==> src/rtl/encoder16to4_seq.sv <==
// encoder16to4_seq: captures a 16-bit multi-hot request vector and emits the
// index of each set bit, one per handshake, with a popcount of the vector.
// Optional macro ENC_MSB_FIRST_EN: emit indices highest-first instead of
// lowest-first.
//
//   state  | meaning
//   -------+--------------------------------------------------------------
//   S_IDLE | ready to capture; out_valid low, in_ready high
//   S_EMIT | pending has bits left; addr/last presented with out_valid
module encoder16to4_seq (
  input  logic        clk,
  input  logic        rst_n,
  input  logic        in_valid,
  output logic        in_ready,
  input  logic [15:0] req,
  output logic        out_valid,
  input  logic        out_ready,
  output logic [3:0]  addr,
  output logic        last,
  output logic [4:0]  cnt
);

  typedef enum logic {S_IDLE, S_EMIT} state_t;

  state_t      state;
  logic [15:0] pending;
  logic [15:0] pending_nxt;

  function automatic logic [3:0] sel_idx(input logic [15:0] v);
    logic [3:0] idx;
    idx = '0;
`ifdef ENC_MSB_FIRST_EN
    // later (higher) hits overwrite earlier ones: highest set index wins
    for (int i = 0; i < 16; i++)
      if (v[i]) idx = i[3:0];
`else
    // scan downwards so the lowest set index wins
    for (int i = 15; i >= 0; i--)
      if (v[i]) idx = i[3:0];
`endif
    return idx;
  endfunction

  function automatic logic [4:0] popcount(input logic [15:0] v);
    logic [4:0] n;
    n = '0;
    for (int i = 0; i < 16; i++)
      n = n + {4'd0, v[i]};
    return n;
  endfunction

  function automatic logic is_single(input logic [15:0] v);
    return (v != 16'd0) && ((v & (v - 16'd1)) == 16'd0);
  endfunction

  // vector left over once the currently presented index is accepted
  assign pending_nxt = pending & ~(16'd1 << addr);

  // capture is only possible in IDLE, so in_ready follows the state register
  assign in_ready = (state == S_IDLE);

  // FSM with registered addr/last/out_valid so outputs are glitch-free and
  // naturally hold during stalls
  always_ff @(posedge clk or negedge rst_n) begin
    if (!rst_n) begin
      state     <= S_IDLE;
      pending   <= '0;
      out_valid <= 1'b0;
      addr      <= '0;
      last      <= 1'b0;
      cnt       <= '0;
    end else begin
      case (state)
        S_IDLE: begin
          if (in_valid) begin
            cnt <= popcount(req);
            // an empty vector only updates cnt; there is nothing to emit
            if (req != 16'd0) begin
              pending   <= req;
              addr      <= sel_idx(req);
              last      <= is_single(req);
              out_valid <= 1'b1;
              state     <= S_EMIT;
            end
          end
        end
        S_EMIT: begin
          if (out_ready) begin
            if (last) begin
              pending   <= '0;
              addr      <= '0;
              last      <= 1'b0;
              out_valid <= 1'b0;
              state     <= S_IDLE;
            end else begin
              pending <= pending_nxt;
              addr    <= sel_idx(pending_nxt);
              last    <= is_single(pending_nxt);
            end
          end
        end
        default: begin
          state     <= S_IDLE;
          pending   <= '0;
          out_valid <= 1'b0;
          addr      <= '0;
          last      <= 1'b0;
        end
      endcase
    end
  end

endmodule

==> config.mk <==
export PLATFORM = sky130hd
export DESIGN_NAME = encoder16to4_seq
export DESIGN_NICKNAME = d
export VERILOG_FILES = /design/src/rtl/encoder16to4_seq.sv
export SDC_FILE = /design/constraint.sdc
export NUM_CORES = 1
export LEC_CHECK = 0
export ABC_AREA = 1
export ABC_CLOCK_PERIOD_IN_PS = 2100
export CAP_MARGIN = 40
export CORE_MARGIN = 4
export CORE_UTILIZATION = 40
export CTS_BUF_LIST = sky130_fd_sc_hd__clkbuf_2
export DETAILED_ROUTE_END_ITERATION = 8
export PLACE_DENSITY = 0.57
export REMOVE_ABC_BUFFERS = 1
export SYNTH_ARGS = -nofsm -noshare
export SYNTH_HDL_FRONTEND = slang
export SYNTH_SLANG_ARGS = --single-unit
==> constraint.sdc <==
create_clock -name clk -period 2.1 [get_ports clk]
set_input_delay 0.42 -clock clk [delete_from_list [all_inputs] [get_ports clk]]
set_output_delay 0.42 -clock clk [all_outputs]
set_load 0.02 [all_outputs]
==> results of run 1 <==
[repair_timing]
action,4_1_cts,5_1_grt
pin swaps,15,15
endpoints found under the setup margin,23,28
resized for setup,53,14
buffers inserted,1,2
[report_power, final]
part | leakage [uW] | internal, uW | switching (uW) | total (uW)
combinational | 0.00138 | 1510 | 1810 | 3310
sequential | 0.000341 | 798 | 224 | 1020
clock | 0.0000125 | 38.7 | 176 | 215
total | 0.00173 | 2350 | 2210 | 4550
[area by class of cell]
cell class	instances	area (um2)	share of cell area [%]
timing repair buffer	108	900	25.6
tap	75	93.8	2.67
sequential	28	704	20.0
clock buffer	3	15.0	0.427
inverter	49	190	5.41
multi-input combinational	248	1610	45.8
[layer usage]
layer  share of wire (%)  vias to the layer above
met4                 1.7                        0
met2                  46                       54
met1                  49                     1250
met3                 3.1                       10
li1                    -                     1330
met5                   0                        -
[sequential cells by signal, summed over array words and instances, names as in the netlist]
signal and cells:
addr 4, last 1, out_valid 1, pending 16
cnt 5, state 1
[cell families after synthesis]
logic type,Yosys count,synth area share (%)
buffers and inverters,55,9.20
adder cells (fa/ha/maj),17,11.6
flip-flops,28,28.2
AND/OR/NAND/NOR,158,29.6
AO/OA/AOI/OAI,72,21.1
XOR/XNOR,1,0.352
[worst max-delay path by stage]
stage                      start     end  slack [ps]
after floorplan           req[0]  cnt[2]       -1360
after global placement    req[0]  cnt[2]       -1950
after detailed placement  req[0]  cnt[2]       -2030
after CTS                 req[0]  cnt[2]       -1150
after global routing      req[1]  cnt[2]       -1160
final                     req[1]  cnt[2]       -1130
[stage by stage]
stage | power, uW | hold WS (ps)
global placement | 4140 | 469
detailed placement | 4170 | 474
global route | 4980 | 372
CTS | 4470 | 373
finish | 4550 | 374
floorplan | 2850 | 124
[layout by cell type (no fill, tap or decap), types with 2 or more instances in the layout]
master,Yosys,layout
sky130_fd_sc_hd__ha_1,7,6
sky130_fd_sc_hd__buf_2,1,5
sky130_fd_sc_hd__o31ai_1,3,3
sky130_fd_sc_hd__buf_4,2,75
sky130_fd_sc_hd__nand2_4,4,4
sky130_fd_sc_hd__o21ai_1,1,2
sky130_fd_sc_hd__a31oi_1,4,4
sky130_fd_sc_hd__nand3_2,5,5
sky130_fd_sc_hd__inv_4,2,2
sky130_fd_sc_hd__clkdlybuf4s50_1,0,21
sky130_fd_sc_hd__nand3_1,8,8
sky130_fd_sc_hd__dfrtp_1,28,25
sky130_fd_sc_hd__nand2_2,3,5
sky130_fd_sc_hd__nor2_2,2,4
sky130_fd_sc_hd__o22ai_1,7,7
sky130_fd_sc_hd__inv_2,5,12
sky130_fd_sc_hd__fa_1,10,8
sky130_fd_sc_hd__o221ai_1,12,12
sky130_fd_sc_hd__o211ai_1,3,3
sky130_fd_sc_hd__a21oi_1,11,10
sky130_fd_sc_hd__o21ai_4,2,2
sky130_fd_sc_hd__fa_2,0,2
sky130_fd_sc_hd__dfrtp_2,0,3
sky130_fd_sc_hd__buf_12,0,2
sky130_fd_sc_hd__nor2_1,34,31
sky130_fd_sc_hd__inv_1,41,34
sky130_fd_sc_hd__nand4_1,9,9
sky130_fd_sc_hd__o21ai_2,10,10
sky130_fd_sc_hd__buf_6,1,3
sky130_fd_sc_hd__clkbuf_2,0,3
sky130_fd_sc_hd__a22oi_1,3,3
sky130_fd_sc_hd__nor3_1,6,6
sky130_fd_sc_hd__nand2_1,81,79
sky130_fd_sc_hd__nor2_4,2,3
sky130_fd_sc_hd__o21ai_0,11,10
==> flow_summary.json, run 1 <==
{
  "placement.setup.worst_slack_ps": -2030,
  "yosys_register_bits": 28,
  "hpwl_mm": 6.27,
  "max-slew-margin-rel_pct": 73.1,
  "synth_area_leaders": "sky130_fd_sc_hd__dfrtp_1, sky130_fd_sc_hd__nand2_1, sky130_fd_sc_hd__fa_1, sky130_fd_sc_hd__inv_1, sky130_fd_sc_hd__nor2_1",
  "critPathBufInv": 4,
  "finish.utilization_pct": 58.6,
  "drt_drc_violations_left": 0,
  "timing.rr.start": "addr[0]",
  "io_pins": 32,
  "r2r_end": "last",
  "gr-total-overflow": 0,
  "synth_cells": 331,
  "drt_first_iter_violations": 150,
  "worst-r2r-setup-slack_ps": -160,
  "critical_path_depth": 13,
  "clock_skew_ps": 1.95,
  "fp-row-count": 28,
  "tritoncts.num_buffers": 3,
  "num-fill-cells": 542,
  "cp_data_arrival_time_ps": 3540,
  "clkLatencyLatePin_ps": 370,
  "yosysMostFrequentCell": "sky130_fd_sc_hd__nand2_1",
  "route.vias.total": 2644,
  "gr-usage-all-layers_pct": 21.3,
  "clock_tree.buffer_depth": 2,
  "post-route-cell-area_um2": 3510,
  "power_leakage_uw": 0.00173,
  "wirelength_mm": 7.55,
  "tritoncts_clock_tree": "built",
  "violations_in_the_final_reports": "negative setup slack",
  "grt_use_met2_pct": 34.7,
  "ys_dominant_reg_cell": "sky130_fd_sc_hd__dfrtp_1",
  "timing.fmax_ghz": 0.310,
  "drt_pass1_iterations": 4,
  "grt_antenna_before_repair": 0,
  "ys_async_sr_fraction_pct": 100,
  "p_per_area_nw_per_um2": 1300,
  "cts-hold-fix-buffers": 0,
  "finalWeightedCongestion": 0.934,
  "setup.worst_path.end_class": "register",
  "floorplan.core_area_um2": 5990,
  "chipHeight_um": 86.9,
  "post_synth_num_cell_types": 42,
  "signed_area_change_from_the_synthesized_netlist_to_the_final_layout_pct": 41.2,
  "place_inst": 506,
  "synth_enable_flop_cells": 0,
  "num_antenna_cells": 0,
  "die_width_um": 86.9,
  "clk_transition_reported_paths_ps": 290,
  "floorplan.initialDensity_pct": 41.5,
  "min-delay-path-class": "primary input to asynchronous set/reset pin",
  "largest_net_degree_at_the_start_of_global_routing": 29,
  "worstRegToRegCells": 11,
  "cpPeakStageDelay_ps": 570,
  "cts-htree-levels": 1,
  "routed_wire_length_per_instance_um": 14.8,
  "synthTopCellsByCount": "sky130_fd_sc_hd__nand2_1, sky130_fd_sc_hd__inv_1, sky130_fd_sc_hd__nor2_1",
  "fin_crit_sh_pct": 154,
  "design.final.nets": 475,
  "numClockSinks": 28,
  "use_met1_pct": 30.7,
  "netlist_area_um2": 2490,
  "fin_crit_ps": 3230,
  "syn-mean-instance-area_um2": 7.51,
  "worst-slew-pin-transition_ps": 404,
  "slowest_stage": "sky130_fd_sc_hd__fa_2",
  "number_of_buffer_cells_added_on_primary_ports": 31,
  "design.die.area_um2": 7540,
  "antenna_left": 0,
  "grt_util_met3_pct": 2.08,
  "seq_area_frac_synth_pct": 28.2,
  "dpl_cell_area_um2": 3440,
  "grt_first_pass_wirelength_mm": 12.6,
  "number_of_endpoints_with_negative_hold_slack_in_the_final_report": 0,
  "vias_in_the_first_global_route": 2617,
  "yosysWarningCount": 0,
  "crit_family": "adder cells",
  "grt_setup_unrepaired": "yes",
  "worst-path-max-fanout": 2,
  "layout-drive-gt1-share_pct": 34.4,
  "avgViaCountPerCell": 5.17,
  "critPathKind": "primary input to register",
  "yosys.area.top_type": "sky130_fd_sc_hd__dfrtp_1",
  "post-synth-top-area-fraction_pct": 28.2,
  "setup_total_negative_slack_ps": -5030,
  "status": "complete, but fails checks",
  "postLayoutSetupSlackWorst_ps": -1130,
  "setup-violations-final": 6,
  "max_cap_violations": 0,
  "timing.critical_path.required_ps": 2420,
  "stdcell_count": 511,
  "busiest_layer": "met2",
  "crit_path_start_kind": "primary input",
  "clockRootBuffer": "sky130_fd_sc_hd__clkbuf_2",
  "maxSlewViolCount": 0,
  "timing.critical_path.cells": "buf_8, fa_1, inv_2, fa_2, fa_1, fa_1, inv_2, ha_4, inv_2, fa_2, nor2_4, nor2_1, a22o_1",
  "power.ir.vdd_worst_mv": 0.799
}
(Power assumes the default switching activity.)
==> inputs of run 2 (changes only) <==
--- a/config.mk
+++ b/config.mk
@@ -9,9 +9,11 @@
 export ABC_CLOCK_PERIOD_IN_PS = 2100
 export CAP_MARGIN = 40
+export CELL_PAD_IN_SITES_DETAIL_PLACEMENT = 0
+export CELL_PAD_IN_SITES_GLOBAL_PLACEMENT = 1
 export CORE_MARGIN = 4
 export CORE_UTILIZATION = 40
 export CTS_BUF_LIST = sky130_fd_sc_hd__clkbuf_2
 export DETAILED_ROUTE_END_ITERATION = 8
-export PLACE_DENSITY = 0.57
+export PLACE_DENSITY = 0.75
 export REMOVE_ABC_BUFFERS = 1
 export SYNTH_ARGS = -nofsm -noshare
==> constraint.sdc (replaced) <==
create_clock -name clk -period 2.1 [get_ports clk]
set_input_delay 0.42 -clock clk [delete_from_list [all_inputs] [get_ports clk]]
set_output_delay 0.42 -clock clk [all_outputs]
set_load 0.01 [all_outputs]
==> flow_summary.json, run 2 (same netlist as run 1, synthesis figures left out) <==
{
  "post-route-cell-area_um2": 3730,
  "critPathCapture": "cnt[4]",
  "layout-drive-gt1-share_pct": 38.2,
  "num-fill-cells": 534,
  "timing.fmax_ghz": 0.315,
  "sequential_cell_area_um2": 706,
  "r2r_end": "last",
  "worstRegToRegCells": 12,
  "gr-usage-all-layers_pct": 22.6,
  "grt_first_pass_wirelength_mm": 13.5,
  "grt_antenna_before_repair": 0,
  "gr-total-overflow": 0,
  "power_leakage_uw": 0.00182,
  "cts-hold-fix-buffers": 0,
  "clock_skew_ps": 20.9,
  "commonest_non_fill_non_tap_cells_in_the_layout": "sky130_fd_sc_hd__buf_4, sky130_fd_sc_hd__nand2_1, sky130_fd_sc_hd__inv_1",
  "largest_register_ffs": 16,
  "clock_tree.buffer_depth": 2,
  "worst-slew-pin-transition_ps": 397,
  "antenna_left": 0,
  "most_common_cell_after_layout_fill_and_taps_aside": "sky130_fd_sc_hd__buf_4",
  "finish.utilization_pct": 62.3,
  "fp-row-count": 28,
  "floorplan.initialDensity_pct": 41.5,
  "fin_crit_ps": 3170,
  "stdcell_count": 528,
  "tritoncts.num_buffers": 3,
  "startpoint": "req[0]",
  "chipHeight_um": 86.9,
  "tritoncts_clock_tree": "built",
  "drt_first_iter_violations": 141,
  "setup.worst_path.end_class": "register",
  "design.die.area_um2": 7540,
  "drt_drc_violations_left": 0,
  "clkLatencyLatePin_ps": 410,
  "p_per_area_nw_per_um2": 1350,
  "wirelength_mm": 7.88,
  "place_inst": 518,
  "floorplan.core_area_um2": 5990,
  "largest_net_degree_at_the_start_of_global_routing": 29,
  "largestRegisters": "pending: 16 flops, cnt: 5 flops, addr: 4 flops",
  "min-delay-path-class": "primary input to asynchronous set/reset pin",
  "avgViaCountPerCell": 5.06,
  "crit_path_start_kind": "primary input",
  "signed_area_change_from_the_synthesized_netlist_to_the_final_layout_pct": 49.9,
  "setup-violations-final": 5,
  "fin_crit_sh_pct": 151,
  "num_antenna_cells": 0,
  "design.final.nets": 491,
  "number_of_buffer_cells_added_on_primary_ports": 31,
  "io_pins": 32,
  "maxSlewViolCount": 0,
  "postLayoutSetupSlackWorst_ps": -1070,
  "registers.top_by_ff_count": "pending",
  "drt_pass1_iterations": 4,
  "route.vias.total": 2671,
  "worst-path-max-fanout": 2,
  "dpl_cell_area_um2": 3530,
  "grt_setup_unrepaired": "yes",
  "number_of_endpoints_with_negative_hold_slack_in_the_final_report": 0,
  "violations_in_the_final_reports": "negative setup slack",
  "finalWeightedCongestion": 0.895,
  "critPathKind": "primary input to register",
  "hpwl_mm": 6.48,
  "cp_data_arrival_time_ps": 3540,
  "vias_in_the_first_global_route": 2777,
  "cts-htree-levels": 1,
  "timing.critical_path.required_ps": 2460,
  "max-slew-margin-rel_pct": 73.5,
  "multi_input_comb_area_um2": 1670,
  "max_cap_violations": 0,
  "power.ir.vdd_worst_mv": 0.826,
  "die_width_um": 86.9,
  "numClockSinks": 28,
  "totalPowerFinal_uw": 5050,
  "status": "complete, but fails checks",
  "routed_wire_length_per_instance_um": 14.9,
  "worst-r2r-setup-slack_ps": 10,
  "clockRootBuffer": "sky130_fd_sc_hd__clkbuf_2",
  "timing.rr.start": "addr[1]",
  "clk_transition_reported_paths_ps": 310
}
run 2: cell count changes in the layout (fill, tap and decap cells not counted), moves of 2 or more:
cell and delta:
sky130_fd_sc_hd__nand2_1 -2, sky130_fd_sc_hd__inv_4 +3, sky130_fd_sc_hd__inv_2 -3, sky130_fd_sc_hd__nand2_2 +2, sky130_fd_sc_hd__buf_4 +15, sky130_fd_sc_hd__nand3_4 +2
run 2: metal layers:
metal,wire [um],up-vias,track usage [%]
li1,-,1364,-
met1,3800,1242,32.1
met2,3680,59,37.4
met3,336,6,2.84
met4,69,0,3.26
met5,0,-,0
run 2: cell type report:
cell class | instances | share of cell area (%)
Inverter | 49 | 5.30
Timing Repair Buffer | 124 | 27.2
Multi-Input combinational cell | 248 | 44.9
Clock inverter | 1 | 0.805
Sequential cell | 28 | 18.9
Clock buffer | 3 | 0.403
Tap cell | 75 | 2.52
run 2: where the power goes:
group	leakage, uW	internal [uW]	switching, uW
Sequential	0.000340	801	235
Clock	0.0000266	163	185
Combinational	0.00145	1780	1890
run 2: timing repair:
| item | 4_1_cts | 5_1_grt |
|---|---|---|
| setup endpoints to repair | 16 | 17 |
| endpoints found under the hold margin | 0 | 0 |
| setup buffers | 7 | 0 |
| resized for setup | 65 | 16 |
| pin swaps | 20 | 17 |
run 2: per-stage QoR:
stage	setup TNS, ps	hold slack (ps)	worst slack [ps]
global route	-5250	347	-1190
CTS	-4940	348	-1130
finish	-4650	338	-1070
global placement	-18270	466	-1940
floorplan	-5740	124	-1360
detailed placement	-19220	473	-2030
run 2: critical path, stage by stage:
cell,delay [ps]
sky130_fd_sc_hd__buf_8,100
sky130_fd_sc_hd__fa_1,560
sky130_fd_sc_hd__inv_2,50
sky130_fd_sc_hd__fa_2,550
sky130_fd_sc_hd__fa_1,440
sky130_fd_sc_hd__fa_1,450
sky130_fd_sc_hd__inv_2,80
sky130_fd_sc_hd__ha_4,140
sky130_fd_sc_hd__inv_2,40
sky130_fd_sc_hd__fa_2,350
sky130_fd_sc_hd__nor2_4,100
sky130_fd_sc_hd__buf_4,110
sky130_fd_sc_hd__o211ai_1,80
sky130_fd_sc_hd__nand2_1,80
run 2: worst min-delay path by stage:
stage,start,end,slack (ps),depth (start not counted)
CTS,rst_n,cnt[0],350,2
finish,rst_n,cnt[0],340,2
detailed placement,cnt[4],cnt[4],470,2
global route,rst_n,cnt[0],350,2
floorplan,rst_n,addr[0],120,0
global placement,cnt[0],cnt[0],470,2
==> inputs of run 3 (changes only) <==
- ABC_CLOCK_PERIOD_IN_PS: 2100 -> unset
- CORE_MARGIN: 4 -> 2
- CTS_CLUSTER_DIAMETER: unset -> 40
==> flow_summary.json, run 3 (same netlist as run 1, synthesis figures left out) <==
{
  "status": "complete, but fails checks",
  "violations_in_the_final_reports": "negative setup slack",
  "largestRegisters": "pending: 16 flops, cnt: 5 flops, addr: 4 flops",
  "cpPeakStageDelay_ps": 550,
  "cts-htree-levels": 1,
  "postLayoutSetupSlackWorst_ps": -1110,
  "busiest_layer": "met2",
  "setup-violations-final": 6,
  "worstRegToRegCells": 12,
  "wirelength_mm": 7.90,
  "setup.worst_path.end_class": "register",
  "number_of_buffer_cells_added_on_primary_ports": 31,
  "routed_wire_length_per_instance_um": 14.9,
  "largest_register_ffs": 16,
  "timing.fmax_ghz": 0.311,
  "vias_in_the_first_global_route": 2767,
  "grt_use_met2_pct": 38.6,
  "io_pins": 32,
  "critPathKind": "primary input to register",
  "place_inst": 513,
  "post-route-cell-area_um2": 3710,
  "most_common_cell_after_layout_fill_and_taps_aside": "sky130_fd_sc_hd__buf_4",
  "crit_family": "adder cells",
  "finalWeightedCongestion": 0.952,
  "fin_hold_ws_ps": 372,
  "gr-total-overflow": 0,
  "critPathBufInv": 4,
  "dpl_cell_area_um2": 3490,
  "crit_path_start_kind": "primary input",
  "largest_net_degree_at_the_start_of_global_routing": 29,
  "maxSlewViolCount": 0,
  "critical-path-top-cell-by-count": "sky130_fd_sc_hd__fa_1",
  "worst-path-max-fanout": 2,
  "p_per_area_nw_per_um2": 1300,
  "grt_antenna_before_repair": 0,
  "drt_first_iter_violations": 194,
  "gr-usage-all-layers_pct": 23.8,
  "critical_path_depth": 13,
  "power.ir.vdd_worst_mv": 0.731,
  "fin_crit_ps": 3210,
  "number_of_endpoints_with_negative_hold_slack_in_the_final_report": 0,
  "setup_total_negative_slack_ps": -4880,
  "power_leakage_uw": 0.00182,
  "hpwl_mm": 6.37,
  "clkLatencyLatePin_ps": 380,
  "grt_first_pass_wirelength_mm": 13.3,
  "stdcell_count": 529,
  "clock_skew_ps": 5.29,
  "use_met1_pct": 34.1,
  "chipHeight_um": 82.9,
  "min-delay-path-class": "primary input to asynchronous set/reset pin",
  "layout-drive-gt1-share_pct": 37.7,
  "clockRootBuffer": "sky130_fd_sc_hd__clkbuf_2",
  "worst-slew-pin-transition_ps": 391,
  "timing.critical_path.cells": "buf_6, fa_1, inv_2, fa_1, fa_1, fa_1, inv_2, ha_4, inv_2, fa_2, nor2_4, nor2_1, a22o_1",
  "grt_setup_unrepaired": "yes",
  "timing.critical_path.required_ps": 2420,
  "design.die.area_um2": 6860,
  "grt_util_met3_pct": 2.98,
  "commonest_non_fill_non_tap_cells_in_the_layout": "sky130_fd_sc_hd__buf_4, sky130_fd_sc_hd__nand2_1, sky130_fd_sc_hd__inv_1",
  "drt_drc_violations_left": 0,
  "clock_tree.buffer_depth": 2,
  "die_width_um": 82.9,
  "route.vias.total": 2696,
  "registers.top_by_ff_count": "pending",
  "floorplan.core_area_um2": 5960,
  "design.final.nets": 493,
  "max-slew-margin-rel_pct": 73.9,
  "clk_transition_reported_paths_ps": 290,
  "antenna_left": 0,
  "avgViaCountPerCell": 5.10,
  "fin_crit_sh_pct": 153,
  "signed_area_change_from_the_synthesized_netlist_to_the_final_layout_pct": 49.0,
  "fp-row-count": 28,
  "drt_pass1_iterations": 4,
  "tritoncts.num_buffers": 3,
  "floorplan.initialDensity_pct": 41.8,
  "slowest_stage": "sky130_fd_sc_hd__fa_1",
  "numClockSinks": 28,
  "tritoncts_clock_tree": "built",
  "cp_data_arrival_time_ps": 3530,
  "num_antenna_cells": 0,
  "max_cap_violations": 0
}
## run 3: cell types whose count changed in the layout (fill, tap and decap cells not counted), sizes merged
| cell | previous run | this run |
|---|---|---|
| buf | 102 | 104 |
| bufinv | 1 | 0 |
| clkdlybuf4s50 | 22 | 21 |
| dlymetal6s2s | 0 | 1 |
## run 3: cell type report
| cell class | count | area (um2) |
|---|---|---|
| Sequential cell | 28 | 704 |
| Tap cell | 75 | 93.8 |
| Clock buffer | 3 | 15.0 |
| Timing Repair Buffer | 126 | 1040 |
| Multi-Input combinational cell | 248 | 1660 |
| Fill cell | 563 | 2250 |
| Inverter | 49 | 193 |
## run 3: where the power goes
part	switching (uW)	internal, uW	total [uW]
combinational	1850	1720	3570
clock	176	38.7	215
sequential	242	798	1040
## run 3: metrics by stage
step | setup WS, ps | utilization, % | total power [uW]
final | -1110 | 62.2 | 4820
after global routing | -1170 | 62.2 | 5260
after CTS | -1130 | 60.4 | 4620
after detailed placement | -2020 | 58.7 | 4200
after global placement | -2000 | 58.7 | 4150
after floorplan | -1360 | - | 2770
## run 3: path summary, 6_finish.rpt
check                                   to    start  slack, ps
worst max-delay path                cnt[2]   req[0]      -1110
worst min-delay path                 state    rst_n        370
worst max register to register        last  addr[1]        -30
worst min register to register      cnt[0]   cnt[0]        530
max in group asynchronous          addr[3]    rst_n       1440
min in group clk                pending[5]   req[5]        430
## run 3: repair_timing
item / CTS / global route
gates resized for setup: 60 / 18
setup buffers: 8 / 6
endpoints found under the setup margin: 21 / 16
pin swaps: 19 / 21
hold buffers: 0 / 0
## run 3: routing by layer
| layer | up-vias | wire length [um] |
|---|---|---|
| li1 | 1363 | - |
| met1 | 1259 | 3640 |
| met2 | 64 | 3740 |
| met3 | 10 | 382 |
| met4 | 0 | 140 |
| met5 | - | 0 |
